File: src/rtl/breathe_led_array.sv
// Multi-channel LED driver: each channel is off, on, breathing (PWM triangle ramp) or blinking.
// Every channel keeps its own tick divider, PWM frame counter and duty ramp. The channels share only sync and reset.
module breathe_led_array #(
  parameter int CH_NUM         = 3,
  parameter int DIV_W          = 7,
  parameter int PWM_MAX        = 1000,
  parameter int LED_ACTIVE_LOW = 0
) (
  input  logic                      sys_clk,
  input  logic                      sys_rst_n,
  input  logic                      sync,
  input  logic [2*CH_NUM-1:0]       mode,
  input  logic [DIV_W*CH_NUM-1:0]   div,
  output logic [CH_NUM-1:0]         led,
  output logic [CH_NUM-1:0]         cycle_done
);

  localparam logic [9:0] PWM_LAST = 10'(PWM_MAX - 1);
  localparam logic       LED_DARK = (LED_ACTIVE_LOW != 0);

  localparam logic [1:0] MODE_OFF     = 2'd0;
  localparam logic [1:0] MODE_ON      = 2'd1;
  localparam logic [1:0] MODE_BREATHE = 2'd2;
  localparam logic [1:0] MODE_BLINK   = 2'd3;

  for (genvar c = 0; c < CH_NUM; c++) begin : g_ch
    logic [DIV_W-1:0] div_c;
    logic [DIV_W-1:0] div_last;
    logic [DIV_W-1:0] cnt_tick;
    logic [9:0]       cnt_pwm;
    logic [9:0]       cnt_duty;
    logic [9:0]       level;
    logic [1:0]       mode_c;
    logic             dir;
    logic             tick;
    logic             pwm_wrap;
    logic             duty_wrap;
    logic             pwm_on;
    logic             raw;
    logic             led_q;
    logic             done_q;

    assign div_c  = div[c*DIV_W +: DIV_W];
    assign mode_c = mode[2*c +: 2];

    // A divider of zero acts as one. The >= compare makes a lowered divider wrap on the next cycle.
    assign div_last  = (div_c == '0) ? '0 : div_c - 1'b1;
    assign tick      = (cnt_tick >= div_last);
    assign pwm_wrap  = tick && (cnt_pwm == PWM_LAST);
    assign duty_wrap = pwm_wrap && (cnt_duty == PWM_LAST);

    assign level  = dir ? (PWM_LAST - cnt_duty) : cnt_duty;
    assign pwm_on = (cnt_pwm < level);

    always_comb begin
      // NOTE: default assignment first so no path through the case leaves raw unassigned (no latch).
      raw = 1'b0;
      case (mode_c)
        MODE_OFF:     raw = 1'b0;
        MODE_ON:      raw = 1'b1;
        MODE_BREATHE: raw = pwm_on;
        MODE_BLINK:   raw = ~dir;
        default:      raw = 1'b0;
      endcase
    end

    always_ff @(posedge sys_clk or negedge sys_rst_n) begin
      if (!sys_rst_n) begin
        cnt_tick <= '0;
        cnt_pwm  <= '0;
        cnt_duty <= '0;
        dir      <= 1'b0;
        // NOTE: the LED output resets to its dark level, which depends on polarity, rather than to 0.
        led_q    <= LED_DARK;
        done_q   <= 1'b0;
      end else begin
        // NOTE: non-blocking assignments. Every register here samples the pre-edge state.
        led_q  <= raw ^ LED_DARK;
        done_q <= duty_wrap && dir && mode_c[1] && !sync;
        if (sync) begin
          cnt_tick <= '0;
          cnt_pwm  <= '0;
          cnt_duty <= '0;
          dir      <= 1'b0;
        end else begin
          cnt_tick <= tick ? '0 : cnt_tick + 1'b1;
          if (tick)      cnt_pwm  <= pwm_wrap ? '0 : cnt_pwm + 10'd1;
          if (pwm_wrap)  cnt_duty <= duty_wrap ? '0 : cnt_duty + 10'd1;
          if (duty_wrap) dir      <= ~dir;
        end
      end
    end

    assign led[c]        = led_q;
    assign cycle_done[c] = done_q;
  end

endmodule

File: config.mk
export PLATFORM = sky130hd
export DESIGN_NAME = breathe_led_array
export DESIGN_NICKNAME = d
export VERILOG_FILES = /design/src/rtl/breathe_led_array.sv
export SDC_FILE = /design/constraint.sdc
export NUM_CORES = 1
export LEC_CHECK = 0
export BUFFER_PORTS_ARGS = -buffer_cell sky130_fd_sc_hd__buf_2
export CAP_MARGIN = 40
export CORE_MARGIN = 2
export CORE_UTILIZATION = 33
export CTS_CLUSTER_DIAMETER = 80
export DETAILED_ROUTE_END_ITERATION = 8
export GPL_ROUTABILITY_DRIVEN = 0
export PLACE_DENSITY = 0.54
export SKIP_CTS_REPAIR_TIMING = 1
export SLEW_MARGIN = 15
export SYNTH_ARGS = -nofsm -noshare
export SYNTH_HDL_FRONTEND = slang
export SYNTH_SLANG_ARGS = --single-unit
File: constraint.sdc
create_clock -name sys_clk -period 2.8 [get_ports sys_clk]
set_clock_uncertainty 0.2 [all_clocks]
set_input_delay 0.56 -clock sys_clk [delete_from_list [all_inputs] [get_ports sys_clk]]
set_output_delay 0.56 -clock sys_clk [all_outputs]
set_load 0.01 [all_outputs]
==> results.md <==
* Vias in the first global route at 5218
* CTS tree: yes
* Via Count at about 5.5k
* Initial antenna violation count at 0
* R2r startpoint: g_ch[0].cnt_duty[3]$_DFFE_PN0P_
* Layout Cells excl Fill at around 1.1k
* CP max stage delay at about 490 ps
* Multi-input logic area at 4650 sq um
* Crit Path Class: in2reg
* N_diodes at 0
* Synth warnings at 0
* Post-synth EDFFs at 0
* Synth Net Count at 815
* Top cells by count, synth: 90 x dfrtp_1, 70 x nand2_1, 66 x ha_1
* Area taken by flip-flops and latches at 2250 sq um
* Max-slew headroom at 56.0%
* Period Utilization, post-route at 120%
* Leak pwr at 3.64 nW
* Die W at roughly 140 microns
* Rows at 50
* Die ar. at 20300 sq um
* Initial Utilization at 33.7%
* Global-route wire length before repair at approximately 25000 microns
* Cell count after synthesis at 719
* Outcome: complete, but fails checks
* Hold Path Class: in2async
* CTS Buf Count at 9
* P per Cell Area at about 340 nW/um^2
* Worst Path Required at 2880 ps
* CP cell instances: buf_6 > inv_12 > ha_4 > or3b_4 > or4_4 > and2_4 > ha_4 > nor2b_2 > o21ai_2 > a41o_2 > buf_6 > a32oi_1 > buf_4 > or4_1 > nand2_1
* Dpl ws at -1120 ps
* Clk sink count at 90
* Share of cells above drive strength 1 at 35.3%
* Worst-Skew Late Latency at about 340 ps
* DP HPWL at 10800 microns
* Top Family by Delay on Critical Path: simple AND/OR/NAND/NOR gates
* Port bufs at 35
* Crit path launch type: input pin
* Most frequent cell after synthesis: dfrtp_1
* Hold WS at -18.2 ps
* Post-synth cell types at 58
* Placed inst area at 7530 sq um
* Slew Viols, Final at 0
* Die Span Y at 142 microns
* Mapped Area at 6320 sq um
* Worst-path clk slew at 70 ps
* RSZ-0062 raised after global routing: true
* Largest net degree at the start of global routing at 39
* Routed WL at ~15000 microns
* Final ANT Viol Nets at 0
* First-pass iteration count of the detailed router at 4
* Core Area at 18800 sq um
* Number of synthesized register bits at 90
* H-tree Lvls at 3
* Seq/Total Area, Yosys at between 30% and 40%
* Finished layout cell area at 8660 sq um
* Max Buffers Root-to-Sink at 2
* Wire per inst at 14.1 microns
* Worst path bufs/invs at 4
* Initial DRC count at 230
* Drt drc at 0
* Worst setup EP type: register
* GR Overflow Total at 0
* Max cap viols at 0
* Maximum clock rate at just under 0.3 GHz
* Ys async rst share at 100%
* Root Driver: clkbuf_16
* Layout area overhead at 37.0%
* Fin crit period at 3370 ps
* Avg Cell Area, Syn at 8.79 sq um
* Top post-synthesis cells by area: dfrtp_1 36%, ha_1 13%, xor2_1 5.5%, a21oi_1 4.7%, nand2_1 4.2%
* Ports at 36
* CP max stage cell: or4_1
* Final Setup Violations at 79
* Final WS setup at -568 ps
* Signal arrival time at the worst endpoint at 3450 ps
* Ys flop type: dfrtp_1
* Fillers at 1836
* Crit path from: div[1]
* GRT Total Usage at between 10% and 20%
* Failing checks: negative hold slack, negative setup slack
* Max IR drop VDD at 278 uV
* Nets@finish at 926
* Worst-Margin Slew at 658 ps
* Area leader, netlist: dfrtp_1
* Crit-path max FO at 6
* Vias per cell at 5.14
* Placed insts at 1037
* Final Hold Violating Endpoints at 6
* Top cell type's share of synthesized area at 35.6%
* Post-route setup TNS at -24380 ps
-- power breakdown --
group | leakage, nW | total, mW | switching (mW) | internal, mW
Combinational | 2.25 | 0.469 | 0.235 | 0.234
Clock | 0.143 | 1.18 | 0.505 | 0.673
Sequential | 1.24 | 1.34 | 0.0196 | 1.32
-- path summary, 6_finish.rpt --
check | endpoint | slack (ps) | cells after the start
max in group asynchronous | g_ch[1].cnt_duty[3]$_DFFE_PN0P_ | 1770 | 2
worst min-delay path | g_ch[2].led_q$_DFF_PN0_ | -20 | 1
worst max-delay path | g_ch[0].cnt_duty[7]$_DFFE_PN0P_ | -570 | 15
worst max register to register | g_ch[0].led_q$_DFF_PN0_ | 290 | 10
worst min register to register | g_ch[1].cnt_tick[0]$_DFF_PN0_ | 280 | 1
min in group sys_clk | g_ch[0].led_q$_DFF_PN0_ | 240 | 2
-- state kept, by name (all words and copies together) (netlist names) --
register	cells
g_ch.cnt_duty	30
g_ch.led_q	3
g_ch.cnt_pwm	30
g_ch.cnt_tick	21
g_ch.done_q	3
g_ch.dir	3
-- routing by layer --
metal	wire [microns]	global-route usage, %	vias up	part of all wire, %
li1	-	-	2813	-
met1	7340	20.6	2601	49
met2	7160	24.4	65	48
met3	336	1.72	12	2.2
met4	206	5.00	0	1.4
met5	0	0	-	0
-- kinds of logic (layout without fill, tap and decap cells) --
family	count (synthesis)	in the layout	share of synthesized area, %
adder cells (fa/ha/maj)	66	66	13.1
buffers and inverters	50	166	3.50
flip-flops	90	90	35.6
AND/OR/NAND/NOR	280	280	22.8
XOR/XNOR	66	66	9.14
AO/OA/AOI/OAI	161	161	14.9
multiplexers	6	6	0.990
-- cell type report --
class                           instances  share of cell area [%]
Clock inverter                          2                   0.116
Multi-Input combinational cell        579                    53.6
Timing Repair Buffer                  125                    12.1
Clock buffer                           14                    3.16
Inverter                               25                    1.63
Sequential cell                        90                    26.0
Tap cell                              234                    3.38
-- stage by stage --
step,utilization (%),total power [mW]
2_1_floorplan,-,1.56
3_3_place_gp,40.1,1.73
4_1_cts,41.6,2.93
3_5_place_dp,40.1,1.73
6_report,46.2,2.98
5_1_grt,46.2,3.13
-- layout by cell type, fill, tap and decap left out, drive strengths merged, types with 37 or more instances in the layout --
cell type,count
nand2,70
o21ai,55
nand3,37
nor2,56
a21oi,59
buf,125
dfrtp,90
ha,66
xor2,40
No activity file was read; power rests on OpenSTA's default activity.
